**src/rtl/imem_fetch_ctrl.sv**
```systemverilog
// Instruction fetch front end: PC register, two-entry {pc, instr} buffer toward decode,
// and a RUN/HALTED/FAULT controller for redirects, halts and address faults.
module imem_fetch_ctrl #(
  parameter logic [31:0] RESET_PC  = 32'h0000_0000,
  parameter int          MEM_WORDS = 32
) (
  input  logic        clk,
  input  logic        rst_n,
  output logic [31:0] imem_addr,
  input  logic [31:0] imem_rdata,
  input  logic        redirect_valid,
  input  logic [31:0] redirect_pc,
  input  logic        halt_req,
  output logic        out_valid,
  input  logic        out_ready,
  output logic [31:0] out_instr,
  output logic [31:0] out_pc,
  output logic        fault,
  output logic [1:0]  state
);

  typedef enum logic [1:0] {
    RUN    = 2'd0,
    HALTED = 2'd1,
    FAULT  = 2'd2
  } state_t;

  // 33-bit limit so a large MEM_WORDS cannot overflow the byte-range compare
  localparam logic [32:0] PC_LIMIT = 33'(MEM_WORDS) << 2;

  state_t      state_q;
  state_t      state_d;
  logic [31:0] pc_q;
  logic [31:0] pc_d;
  logic        fault_q;

  logic [31:0] fifo_pc    [2];
  logic [31:0] fifo_instr [2];
  logic        rd_ptr;
  logic        wr_ptr;
  logic [1:0]  count;

  logic        pc_in_range;
  logic        redirect_ok;
  logic        fifo_full;
  logic        pop;
  logic        fetch;
  logic        flush;

  assign pc_in_range = ({1'b0, pc_q} < PC_LIMIT);
  assign redirect_ok = (redirect_pc[1:0] == 2'b00) && ({1'b0, redirect_pc} < PC_LIMIT);
  assign fifo_full   = (count == 2'd2);

  assign out_valid = (count != 2'd0) && !redirect_valid;
  assign pop       = out_valid && out_ready;
  assign out_pc    = fifo_pc[rd_ptr];
  assign out_instr = fifo_instr[rd_ptr];

  assign imem_addr = pc_q;
  assign fault     = fault_q;
  assign state     = state_q;

  always_ff @(posedge clk or negedge rst_n) begin
    if (!rst_n) begin
      state_q <= RUN;
      pc_q    <= RESET_PC;
      fault_q <= 1'b0;
    end else begin
      state_q <= state_d;
      pc_q    <= pc_d;
      fault_q <= fault_q | (state_d == FAULT);
    end
  end

  // Redirect outranks everything; a bad PC in RUN faults before a halt is honoured
  always_comb begin
    state_d = state_q;
    pc_d    = pc_q;
    flush   = 1'b0;
    fetch   = 1'b0;
    case (state_q)
      RUN, HALTED: begin
        if (redirect_valid) begin
          flush = 1'b1;
          if (redirect_ok) begin
            pc_d    = redirect_pc;
            state_d = RUN;
          end else begin
            state_d = FAULT;
          end
        end else if (state_q == RUN) begin
          if (!pc_in_range) begin
            state_d = FAULT;
          end else if (halt_req) begin
            state_d = HALTED;
          end else if (!fifo_full || pop) begin
            fetch = 1'b1;
            pc_d  = pc_q + 32'd4;
          end
        end
      end
      FAULT: begin
        state_d = FAULT;
      end
      default: begin
        state_d = FAULT;
      end
    endcase
  end

  always_ff @(posedge clk or negedge rst_n) begin
    if (!rst_n) begin
      rd_ptr <= 1'b0;
      wr_ptr <= 1'b0;
      count  <= 2'd0;
    end else if (flush) begin
      rd_ptr <= 1'b0;
      wr_ptr <= 1'b0;
      count  <= 2'd0;
    end else begin
      if (fetch) begin
        wr_ptr <= ~wr_ptr;
      end
      if (pop) begin
        rd_ptr <= ~rd_ptr;
      end
      case ({fetch, pop})
        2'b10:   count <= count + 2'd1;
        2'b01:   count <= count - 2'd1;
        default: count <= count;
      endcase
    end
  end

  // Buffer storage needs no reset: count gates visibility. When full with a pop,
  // wr_ptr equals rd_ptr, so the departing head slot is the one overwritten.
  always_ff @(posedge clk) begin
    if (fetch) begin
      fifo_pc[wr_ptr]    <= pc_q;
      fifo_instr[wr_ptr] <= imem_rdata;
    end
  end

endmodule

```
**config.mk**
```make
export PLATFORM = sky130hd
export DESIGN_NAME = imem_fetch_ctrl
export DESIGN_NICKNAME = d
export VERILOG_FILES = /design/src/rtl/imem_fetch_ctrl.sv
export SDC_FILE = /design/constraint.sdc
export NUM_CORES = 1
export LEC_CHECK = 0
export BUFFER_PORTS_ARGS = -buffer_cell sky130_fd_sc_hd__buf_2
export CELL_PAD_IN_SITES_DETAIL_PLACEMENT = 0
export CELL_PAD_IN_SITES_GLOBAL_PLACEMENT = 1
export CORE_ASPECT_RATIO = 0.5
export CORE_MARGIN = 8
export CORE_UTILIZATION = 47
export CTS_BUF_LIST = sky130_fd_sc_hd__clkbuf_4 sky130_fd_sc_hd__clkbuf_8 sky130_fd_sc_hd__clkbuf_16
export CTS_CLUSTER_DIAMETER = 200
export DETAILED_ROUTE_END_ITERATION = 10
export GPL_TIMING_DRIVEN = 0
export PLACE_DENSITY_LB_ADDON = 0.1
export RECOVER_POWER = 50
export SKIP_LAST_GASP = 1
export SLEW_MARGIN = 30
export SYNTH_ARGS = -nofsm -noshare
export SYNTH_HDL_FRONTEND = slang
export SYNTH_SLANG_ARGS = --single-unit
export TNS_END_PERCENT = 1
```
**constraint.sdc**
```tcl
create_clock -name clk -period 15.2 [get_ports clk]
set_input_delay 1.52 -clock clk [delete_from_list [all_inputs] [get_ports clk]]
set_output_delay 1.52 -clock clk [all_outputs]
set_load 0.02 [all_outputs]
```
# Yosys cells after proc, flatten, opt, wreduce, memory -nomap -nowiden
# Memory sizes are Yosys's and may differ from the RTL's.
# Cells that the tools add are included.
# classes
n_bitwise	3
eq_ne	7
n_reduce_logical	17
n_mux	28
magnitude_cmp	2
addsub	3
# ops
operator	n
2-to-1 mux 32 bit	6
< comparator 32 x 8 -> 1 bit, second input constant	2
adder 32 x 3 -> 32 bit, second input constant	1
2-to-1 mux 1 bit	14
2-to-1 mux 2 bit	7
nonzero test 2 bit	6
== test 2 bit, second input constant	3
AND reduction 6 bit	1
== test 2 x 1 -> 1 bit, second input constant	2
logical NOT 2 bit	2
case mux 2 bit (2 select lines)	1
logical AND 1 bit	3
nonzero test 3 bit	1
adder 2 x 1 -> 2 bit, second input constant	1
logical NOT 1 bit	2
!= test 2 x 1 -> 1 bit, second input constant	1
!= test 2 bit, second input constant	1
inverter 1 bit	2
OR reduction 2 bit	1
subtractor 2 x 1 -> 2 bit, second input constant	1
logical OR 1 bit	1
bitwise OR 1 bit	1
# word_totals
word_cells	68
n_memories	2
ram_bits	128
inputBits	69
out_inout_bits	100
register_bits	39
# memory_table
memory	depth	word_bits	read_ports	rd_clocked_by_memory_dff	wr	line_no	text
fifo_instr	2	32	1	0	1	38	logic [31:0] fifo_instr [2];
fifo_pc	2	32	1	0	1	37	logic [31:0] fifo_pc [2];

# Logic depth before layout (Yosys ltp)
# Gate-level depths: netlist (run 1).
# depth
ltp_word	13
ltp_mapped	7
mapped_depth_nobuf	5

# Least setup slack after synthesis (run 1)
# No wires, ideal clock.
# synth_path
path_kind	input to register
start	in redirect_valid
end	mem fifo_instr[0][0] (enable)
t_required_ns	14.556
stages	4
path_slack_ns	6.293
n_path_buf	1
setup_ns	0.644
arrival_ns	8.263
path_cell_list	buf_6 -> nor4_4 -> nand4_2 -> nor4_1
# synth_via
elab_chain_cells	12
# synth_rtl
element	line_no	text
from (decl)	11	input logic redirect_valid,
logical NOT 1 bit	54	assign out_valid = (count != 2'd0) && !redirect_valid;
logical AND 1 bit	54	
logical AND 1 bit	55	assign pop = out_valid && out_ready;
logical OR 1 bit	96	end else if (!fifo_full || pop) begin
2-to-1 mux 1 bit	96	
2-to-1 mux 1 bit	94	end else if (halt_req) begin
2-to-1 mux 1 bit	92	if (!pc_in_range) begin
2-to-1 mux 1 bit	91	end else if (state_q == RUN) begin
2-to-1 mux 1 bit *	83	if (redirect_valid) begin
2-to-1 mux 1 bit *	81	case (state_q)
2-to-1 mux 1 bit *	138	if (fetch) begin
2-to-1 mux 1 bit (implied by the code) *	140	fifo_instr[wr_ptr] <= imem_rdata;
to (decl)	38	
# Every way passes the cells marked *; elsewhere a longest branch is shown, timed or not.

# Worst setup path in the final report (run 1)
# layout_path
start	in redirect_valid
end	out out_valid
# layout_via
elab_chain_cells	2
# layout_rtl
element	line_no	text
logical NOT 1 bit	54	
logical AND 1 bit	54	
to (decl)	14	output logic out_valid,
# No other way between the ends.

==> results.toml, run 1 <==
[worst_setup_path]
reg2reg_depth = 9
crit_type = "primary input to output pin"
worstPathCellList = "clkbuf_1, clkbuf_1, nor2_1, buf_2"
worst_ep_required_time_ns = 13.68
endpoint_kind = "output pin"
cp_slowest_cell = "clkbuf_1"
cp_common_cell = "clkbuf_1"
critPathArrivalTime_ns = 2.56
slowest_delay_ns = 0.41
crit_fanout = 10
cp-start-kind = "primary input"

[cells_and_area]
final_cells = 745
diodes = 0
area_growth_pct = 25.43
nets = 626
fillerInstances = 1090
drive_gt1_share_pct = 42.36
multi_input_area_sq_mm = 0.001413
ff_latch_area_sq_mm = 0.004820

[power]
power_uw = 988.0
p_leak_uw = 0.003312
powerDensity_mw_per_mm2 = 124.1
ir_drop_mv = 0.08509

[synth]
synth_warnings = 0
ys_top_cells_by_area = "edfxtp_1, dfrtp_1, mux2_2"
synth_flop_cell = "edfxtp_1"
syn_nets = 424
synth_cell_types = 41
seq_area_frac_synth_pct = 75.93
synth_cells = 354
mappedNetlistArea_sq_mm = 0.006347
synth_edf_count = 128
syn-mean-instance-area_sq_um = 17.93
ys_ff_latch = 167
synth_top_area_share_pct = 60.56
async_flop_share_pct = 23.35
yosysTopAreaCell = "edfxtp_1"

[clocking]
cts_tree = "yes"
path_clk_slew_ns = 0.06
cts_sinks = 167
cts_setup_buffers = 0
cts_hold_buffers = 0
clockBufferDepth = 2
cts_resized = 0
worstSkewPairLatency_ns = 0.41
clock-root-buffer = "clkbuf_16"
cts_max_level = 4
cts_buffers = 17

[route]
drt_wl_total_um = 14010
post_drt_wl_per_cell_um = 18.81
via_per_inst = 5.009
drtIter0Drc = 178
antenna_left = 0
drc_errors = 0
vias = 3732
dr.pass1.iters = 4

[sta]
setup_tns_ns = 0
rsz0062_at_grt = "no"
worst_pin_slew_ns = 2.199
finalSetupViolations = 0
period_share_pct = 26.84
timing.final.ws_setup_ns = 11.12
report.final.hold_viol_count = 0
period_minus_slack_ns = 4.080
skew_ns = 0.01234
relSlewSlack_pct = -46.59
max_freq_ghz = 0.2451
maxSlewViolCount = 40

[die]
rows = 30
io_pins = 169
chipHeight_um = 98.18
coreArea_sq_mm = 0.01336
fp.dieArea_sq_mm = 0.01771
initial_utilization_pct = 47.50
die_x_um = 180.3

[global_route]
grt_pass1_vias = 4010
antenna_found_initial = 0
grt_overflow_total = 0
grt_max_degree = 40
grt_pass1_wl_um = 22160
groute.usage.overall_pct = 15.91

[place]
dpl_worst_slack_ns = 11.20
gp_congestion = 0.7687
hpwl_um = 9967
dp_cells = 713
io_buffers = 167

[worst_hold_path]
hp-class = "flip-flop to flip-flop"
whs_path_depth = 1

[status]
violations = "capacitance limit, slew limit"
status = "finished with violations"

[job]
cap_viol_max_count = 1
[kinds of logic (layout without fill, tap and decap cells)]
family                     after synthesis  in the layout  synth area share (%)
adders and majority gates                1              1                0.1971
buffers and inverters                   16            231                 1.222
AOI/OAI and AO/OA                       19             19                 1.912
and+or+nand+nor                         81             81                 8.299
DFF                                    167            167                 75.93
xor gates and xnor gates                 2              2                0.2760
muxes                                   68             68                 12.16
[layout make-up]
type / count / share of cell area (%)
Sequential cell: 167 / 60.54
Multi-Input combinational cell: 171 / 17.74
Timing Repair Buffer: 183 / 11.05
Clock buffer: 18 / 5.438
Tap cell: 176 / 2.766
Clock inverter: 14 / 1.587
Buffer: 13 / 0.7386
Inverter: 3 / 0.1414
[worst paths after layout]
path                       slack, ns                end      startpoint
setup / recovery               11.12          out_valid  redirect_valid
hold / removal                  0.48              fault           fault
setup reg to reg               11.99  fifo_instr[0][20]   imem_addr[13]
hold reg to reg                 0.48              fault           fault
max in group asynchronous      12.18      imem_addr[30]           rst_n
min in group asynchronous       1.75       imem_addr[3]           rst_n
[critical path: cells and delay by family]
| kind | cells | cell delay [ns] |
|---|---|---|
| simple gates | 1 | 0.10 |
| buf+inv | 3 | 0.94 |
[flip-flops by register name, summed over array words and instances, names as in the netlist]
signal	flops
count	2
fifo_pc	64
fault	1
wr_ptr	1
imem_addr	32
rd_ptr	1
state	2
fifo_instr	64
[synthesized netlist by cell type, types with 2 or more instances]
master    instances
nand2_1           4
nor2_1           10
and2b_1           7
nand3_1           8
edfxtp_1        128
and2_1           10
o221ai_1          2
nor4_1           10
nor4_2            2
mux2_2           65
nor3_1            7
mux2_4            2
a21oi_1           4
inv_1             2
o21ai_0           6
nor4_4            2
o22ai_1           2
clkbuf_1          9
nor2b_1          10
buf_6             2
nand2b_1          3
nand4_1           2
dfrtp_1          39
[layer usage]
metal	up-vias	wire length [um]	part of all wire (%)	track usage, %
met5	-	0	0	0
met4	0	64	0.46	3.598
met3	5	855	6.1	5.854
met2	117	6625	47	25.75
met1	1845	6466	46	20.21
li1	1765	-	-	-
[through the flow]
| stage | util (%) | cell area [sq um] | hold slack [ns] |
|---|---|---|---|
| global placement | 55.40 | 7403 | 0.4576 |
| CTS | 60.44 | 8077 | 0.4719 |
| finish | 59.58 | 7961 | 0.4758 |
| floorplan | - | 6347 | 0.5235 |
| detailed placement | 56.25 | 7517 | 0.4469 |
| global route | 59.58 | 7961 | 0.5013 |
[cells in the final DEF, fill, tap and decap left out, types with 4 or more instances in the layout]
| cell type | instances |
|---|---|
| buf_4 | 4 |
| nand3_1 | 8 |
| nor4_1 | 11 |
| and2_1 | 9 |
| o21ai_0 | 6 |
| mux2_2 | 65 |
| a21oi_1 | 4 |
| clkbuf_16 | 17 |
| buf_2 | 130 |
| inv_6 | 4 |
| edfxtp_1 | 128 |
| nor3_1 | 8 |
| clkbuf_1 | 59 |
| nand2_1 | 4 |
| dfrtp_1 | 39 |
| clkinvlp_4 | 5 |
| nor2b_1 | 10 |
| nor2_1 | 11 |
| and2b_1 | 7 |
[power breakdown]
part	switching, uW	internal [uW]	leakage [uW]
clock network	178	229	0.000263
logic	51.9	38.2	0.00125
registers	1.26	490	0.00180
(Power assumes the default switching activity.)
==> inputs of run 2 (changes only) <==
--- a/config.mk
+++ b/config.mk
@@ -10,7 +10,7 @@
 export CELL_PAD_IN_SITES_GLOBAL_PLACEMENT = 1
 export CORE_ASPECT_RATIO = 0.5
 export CORE_MARGIN = 8
-export CORE_UTILIZATION = 47
+export CORE_UTILIZATION = 39
 export CTS_BUF_LIST = sky130_fd_sc_hd__clkbuf_4 sky130_fd_sc_hd__clkbuf_8 sky130_fd_sc_hd__clkbuf_16
 export CTS_CLUSTER_DIAMETER = 200
 export DETAILED_ROUTE_END_ITERATION = 10
==> constraint.sdc (replaced) <==
create_clock -name clk -period 3.3 [get_ports clk]
set_input_delay 0.33 -clock clk [delete_from_list [all_inputs] [get_ports clk]]
set_output_delay 0.33 -clock clk [all_outputs]
set_load 0.02 [all_outputs]
==> run 2 against run 1 <==
Against the previous run: the run now ends clean; power rose to 4.6 times the previous value; clock skew rose by 0.0053 ns; die area rose by 18%; largest power group unchanged.
==> results.toml, run 2 (synthesis results as in run 1) <==
[status]
status = "completed"

[route]
drc_errors = 0
post_drt_wl_per_cell_um = 18.43
dr.pass1.iters = 4
via_per_inst = 4.724
antenna_left = 0
drtIter0Drc = 149
drt_wl_total_um = 14560
vias = 3732

[cells_and_area]
ff_latch_area_sq_mm = 0.004822
nets = 620
fillerInstances = 1443
diodes = 0
final_core_util_pct = 50.00
layout_common_cells = "edfxtp_1, buf_2, mux2_2"
drive_gt1_share_pct = 42.45
multi_input_area_sq_mm = 0.001453
layout_commonest_cell = "edfxtp_1"
area_growth_pct = 27.16

[worst_setup_path]
critPathArrivalTime_ns = 3.03
cp_slowest_cell = "nor3_4"
slowest_delay_ns = 0.54
crit_fanout = 33
endpoint_kind = "flip-flop"
worstPathCellList = "nor4_1, nand4_1, nor3_4, and2_4, buf_12"
regToRegSetupSlack_ns = 0.37
cp-start-kind = "flip-flop"
worst_ep_required_time_ns = 3.40
path_buf_inv = 1
cp_top_family = "simple AND/OR/NAND/NOR gates"
crit_type = "flip-flop to flip-flop"

[worst_hold_path]
hp-class = "primary input to flip-flop"

[job]
cap_viol_max_count = 0

[die]
io_pins = 169
fp.dieArea_sq_mm = 0.02086
initial_utilization_pct = 39.32
chipHeight_um = 106.2
rows = 33
die_x_um = 196.4
coreArea_sq_mm = 0.01614

[sta]
timing.hold.ws_ns = 0.1008
worst_pin_slew_ns = 0.7949
report.final.hold_viol_count = 0
relSlewSlack_pct = 46.52
rsz0062_at_grt = "no"
period_share_pct = 88.94
max_freq_ghz = 0.3407
maxSlewViolCount = 0
period_minus_slack_ns = 2.935
finalSetupViolations = 0
skew_ns = 0.01762

[clocking]
cts_resized = 0
cts_buffers = 17
cts_setup_buffers = 0
cts_tree = "yes"
cts_hold_buffers = 0
path_clk_slew_ns = 0.07
clock-root-buffer = "clkbuf_16"
clockBufferDepth = 2
cts_sinks = 167
cts_max_level = 4
worstSkewPairLatency_ns = 0.42

[power]
powerDensity_mw_per_mm2 = 561.9
ir_drop_mv = 0.3786
p_leak_uw = 0.003284

[global_route]
grt_pass1_wl_um = 22650
antenna_found_initial = 0
grt_overflow_total = 0
grt_max_degree = 40
groute.usage.overall_pct = 14.22
grt_pass1_vias = 3870

[place]
io_buffers = 167
hpwl_um = 10320
gp_congestion = 0.7243
-- run 2: final timing paths --
path	from	endpoint	cells past startpoint
min in group asynchronous	rst_n	imem_addr[17]	2
max in group asynchronous	rst_n	imem_addr[10]	2
setup reg to reg	imem_addr[11]	fifo_instr[1][2]	5
setup / recovery	imem_addr[11]	fifo_instr[1][2]	5
hold / removal	imem_rdata[14]	fifo_instr[1][14]	1
hold reg to reg	fault	fault	1
-- run 2: per-stage QoR --
stage	setup WS (ns)	instances	power (uW)	instance area, sq um	setup TNS, ns
global placement	-2.121	748	2741	7490	-235.50
CTS	0.2928	789	4598	8143	0
floorplan	-0.4147	354	2575	6370	-36.16
finish	0.3651	790	4535	8071	0
global route	0.1439	790	4706	8071	0
detailed placement	0.3417	757	2744	7587	0
-- run 2: where the power goes --
group	switching [uW]	internal (uW)	total, uW
Combinational	244	179	423
Sequential	6.44	2260	2260
Clock	847	1000	1850
-- run 2: per-layer routing --
| layer | GRT usage, % | routed length (um) | up-vias | part of all wire (%) |
|---|---|---|---|---|
| met1 | 18.37 | 6708 | 1872 | 46 |
| met3 | 4.067 | 786 | 11 | 5.4 |
| met4 | 5.325 | 148 | 0 | 1.0 |
| met2 | 22.66 | 6916 | 93 | 48 |
| li1 | - | - | 1756 | - |
| met5 | 0 | 0 | - | 0 |
-- run 2: layout make-up --
class,count,share of cell area [%]
flip-flops and latches,167,59.74
multi-input cells,171,18.00
repair buffers,177,10.93
clock buffers,18,5.441
well taps,227,3.519
clock inverters,14,1.442
plain buffers,13,0.7906
inverters,3,0.1395
==> inputs of run 3 (changes only) <==
--- a/config.mk
+++ b/config.mk
@@ -10,11 +10,12 @@
 export CELL_PAD_IN_SITES_GLOBAL_PLACEMENT = 1
 export CORE_ASPECT_RATIO = 0.5
 export CORE_MARGIN = 8
-export CORE_UTILIZATION = 39
+export CORE_UTILIZATION = 43
 export CTS_BUF_LIST = sky130_fd_sc_hd__clkbuf_4 sky130_fd_sc_hd__clkbuf_8 sky130_fd_sc_hd__clkbuf_16
 export CTS_CLUSTER_DIAMETER = 200
 export DETAILED_ROUTE_END_ITERATION = 10
 export GPL_TIMING_DRIVEN = 0
+export MAX_ROUTING_LAYER = met4
 export PLACE_DENSITY_LB_ADDON = 0.1
 export RECOVER_POWER = 50
 export SKIP_LAST_GASP = 1
==> constraint.sdc (replaced) <==
create_clock -name clk -period 3.34 [get_ports clk]
set_input_delay 0.334 -clock clk [delete_from_list [all_inputs] [get_ports clk]]
set_output_delay 0.334 -clock clk [all_outputs]
set_load 0.02 [all_outputs]
==> run 3 against run 2 <==
Against the previous run: the flow now finishes with violations (capacitance limit, slew limit); flip-flop and latch count did not move; power rose by 1.4%; sequential power hardly changed; clock skew decreased by 0.0081 ns; non-clock buffer count unchanged; sequential share of layout area about the same; clock power rose by 5%; design area barely moved.
==> results.toml, run 3 (synthesis results as in run 1) <==
[status]
status = "finished with violations"
violations = "capacitance limit, slew limit"

[power]
powerDensity_mw_per_mm2 = 569.5
ir_drop_mv = 0.2785
p_leak_uw = 0.003297

[die]
fp.dieArea_sq_mm = 0.01914
rows = 31
io_pins = 169
coreArea_sq_mm = 0.01443
chipHeight_um = 101.9
initial_utilization_pct = 43.99
die_x_um = 187.8

[route]
post_drt_wl_per_cell_um = 18.47
via_per_inst = 4.925
vias = 3743
drc_errors = 0
drt_wl_total_um = 14040
antenna_left = 0
dr.pass1.iters = 4
drtIter0Drc = 230

[worst_hold_path]
hp-class = "primary input to flip-flop"
hold_start = "imem_rdata[18]"
whs_path_depth = 1
min_to = "fifo_instr[1][18]"

[cells_and_area]
nets = 620
drive_gt1_share_pct = 42.88
diodes = 0
layout_common_cells = "edfxtp_1, buf_2, mux2_2"
final_cells = 760
layout_commonest_cell = "edfxtp_1"
area_growth_pct = 27.22
final_core_util_pct = 55.97

[sta]
finalSetupViolations = 0
max_freq_ghz = 0.3457
period_share_pct = 86.60
report.final.hold_viol_count = 0
maxSlewViolCount = 40
rsz0062_at_grt = "no"
period_minus_slack_ns = 2.893
skew_ns = 0.009540
relSlewSlack_pct = -45.79
worst_pin_slew_ns = 2.187

[clocking]
clock-root-buffer = "clkbuf_16"
cts_tree = "yes"
cts_sinks = 167
path_clk_slew_ns = 0.07
clockBufferDepth = 2
cts_hold_buffers = 0
cts_max_level = 4
worstSkewPairLatency_ns = 0.41
cts_resized = 0
cts_setup_buffers = 0
cts_buffers = 17

[worst_setup_path]
endpoint_kind = "flip-flop"
crit_type = "flip-flop to flip-flop"
cp-start-kind = "flip-flop"
timing.rr.start = "imem_addr[11]"
regToRegSetupSlack_ns = 0.45
critPathArrivalTime_ns = 3.01
reg2reg_depth = 6
crit_fanout = 10
worst_ep_required_time_ns = 3.46
r2r-end = "fifo_instr[0][8]"

[place]
io_buffers = 167
hpwl_um = 9859
gp_congestion = 0.7427
dp_cells = 728

[global_route]
grt_overflow_total = 0
grt_pass1_vias = 4039
groute.usage.overall_pct = 15.20
antenna_found_initial = 0
grt_max_degree = 44
grt_pass1_wl_um = 21830

[job]
cap_viol_max_count = 1
[run 3: worst max-delay path: stages, from the launching register on]
cell and delay (ns):
dfrtp_2 0.43, nor4_1 0.32, nand4_1 0.43, nor4_4 0.77, buf_6 0.25, buf_4 0.17, buf_4 0.20
[run 3: worst max path at each step]
stage	startpoint	endpoint	slack, ns	cells after the start
2_1_floorplan	imem_addr[11]	fifo_instr[0][0]	-0.37	3
3_3_place_gp	imem_addr[13]	fifo_instr[0][9]	-1.87	3
3_5_place_dp	imem_addr[13]	fifo_instr[0][9]	0.38	6
4_1_cts	imem_addr[13]	fifo_instr[0][9]	0.38	6
5_1_grt	imem_addr[12]	fifo_instr[0][10]	0.23	6
6_report	imem_addr[11]	fifo_instr[0][8]	0.45	6
[run 3: routing by layer]
metal,GRT usage [%],up-vias,wire length (um)
met5,-,-,0
met4,4.332,0,119
met3,4.189,12,620
met2,24.71,116,6726
met1,18.65,1862,6572
li1,-,1753,-
[run 3: final cells by class]
class	instances	area, sq um
fillers	1229	6354
multi-input cells	171	1453
repair buffers	177	888.4
flip-flops and latches	167	4825
clock buffers	17	425.4
plain buffers	13	63.81
well taps	198	247.7
clock inverters	14	161.4
inverters	3	11.26
[run 3: where the power goes]
group | leakage (uW) | switching [uW] | internal, uW | total, uW
Combinational | 0.00122 | 239 | 176 | 415
Clock | 0.000278 | 831 | 1120 | 1950
Sequential | 0.00179 | 6.30 | 2230 | 2240
Total | 0.00330 | 1080 | 3520 | 4600
[run 3: stage by stage]
step	total power, uW	area [sq um]	hold slack (ns)	setup WS (ns)	TNS, ns
finish	4599	8075	0.1027	0.4475	0
global route	4756	8075	0.08252	0.2338	0
CTS	4649	8145	0.06711	0.3752	0
detailed placement	2705	7559	0.4626	0.3770	0
global placement	2702	7453	0.4529	-1.871	-208.28
floorplan	2544	6370	0.03841	-0.3747	-31.04
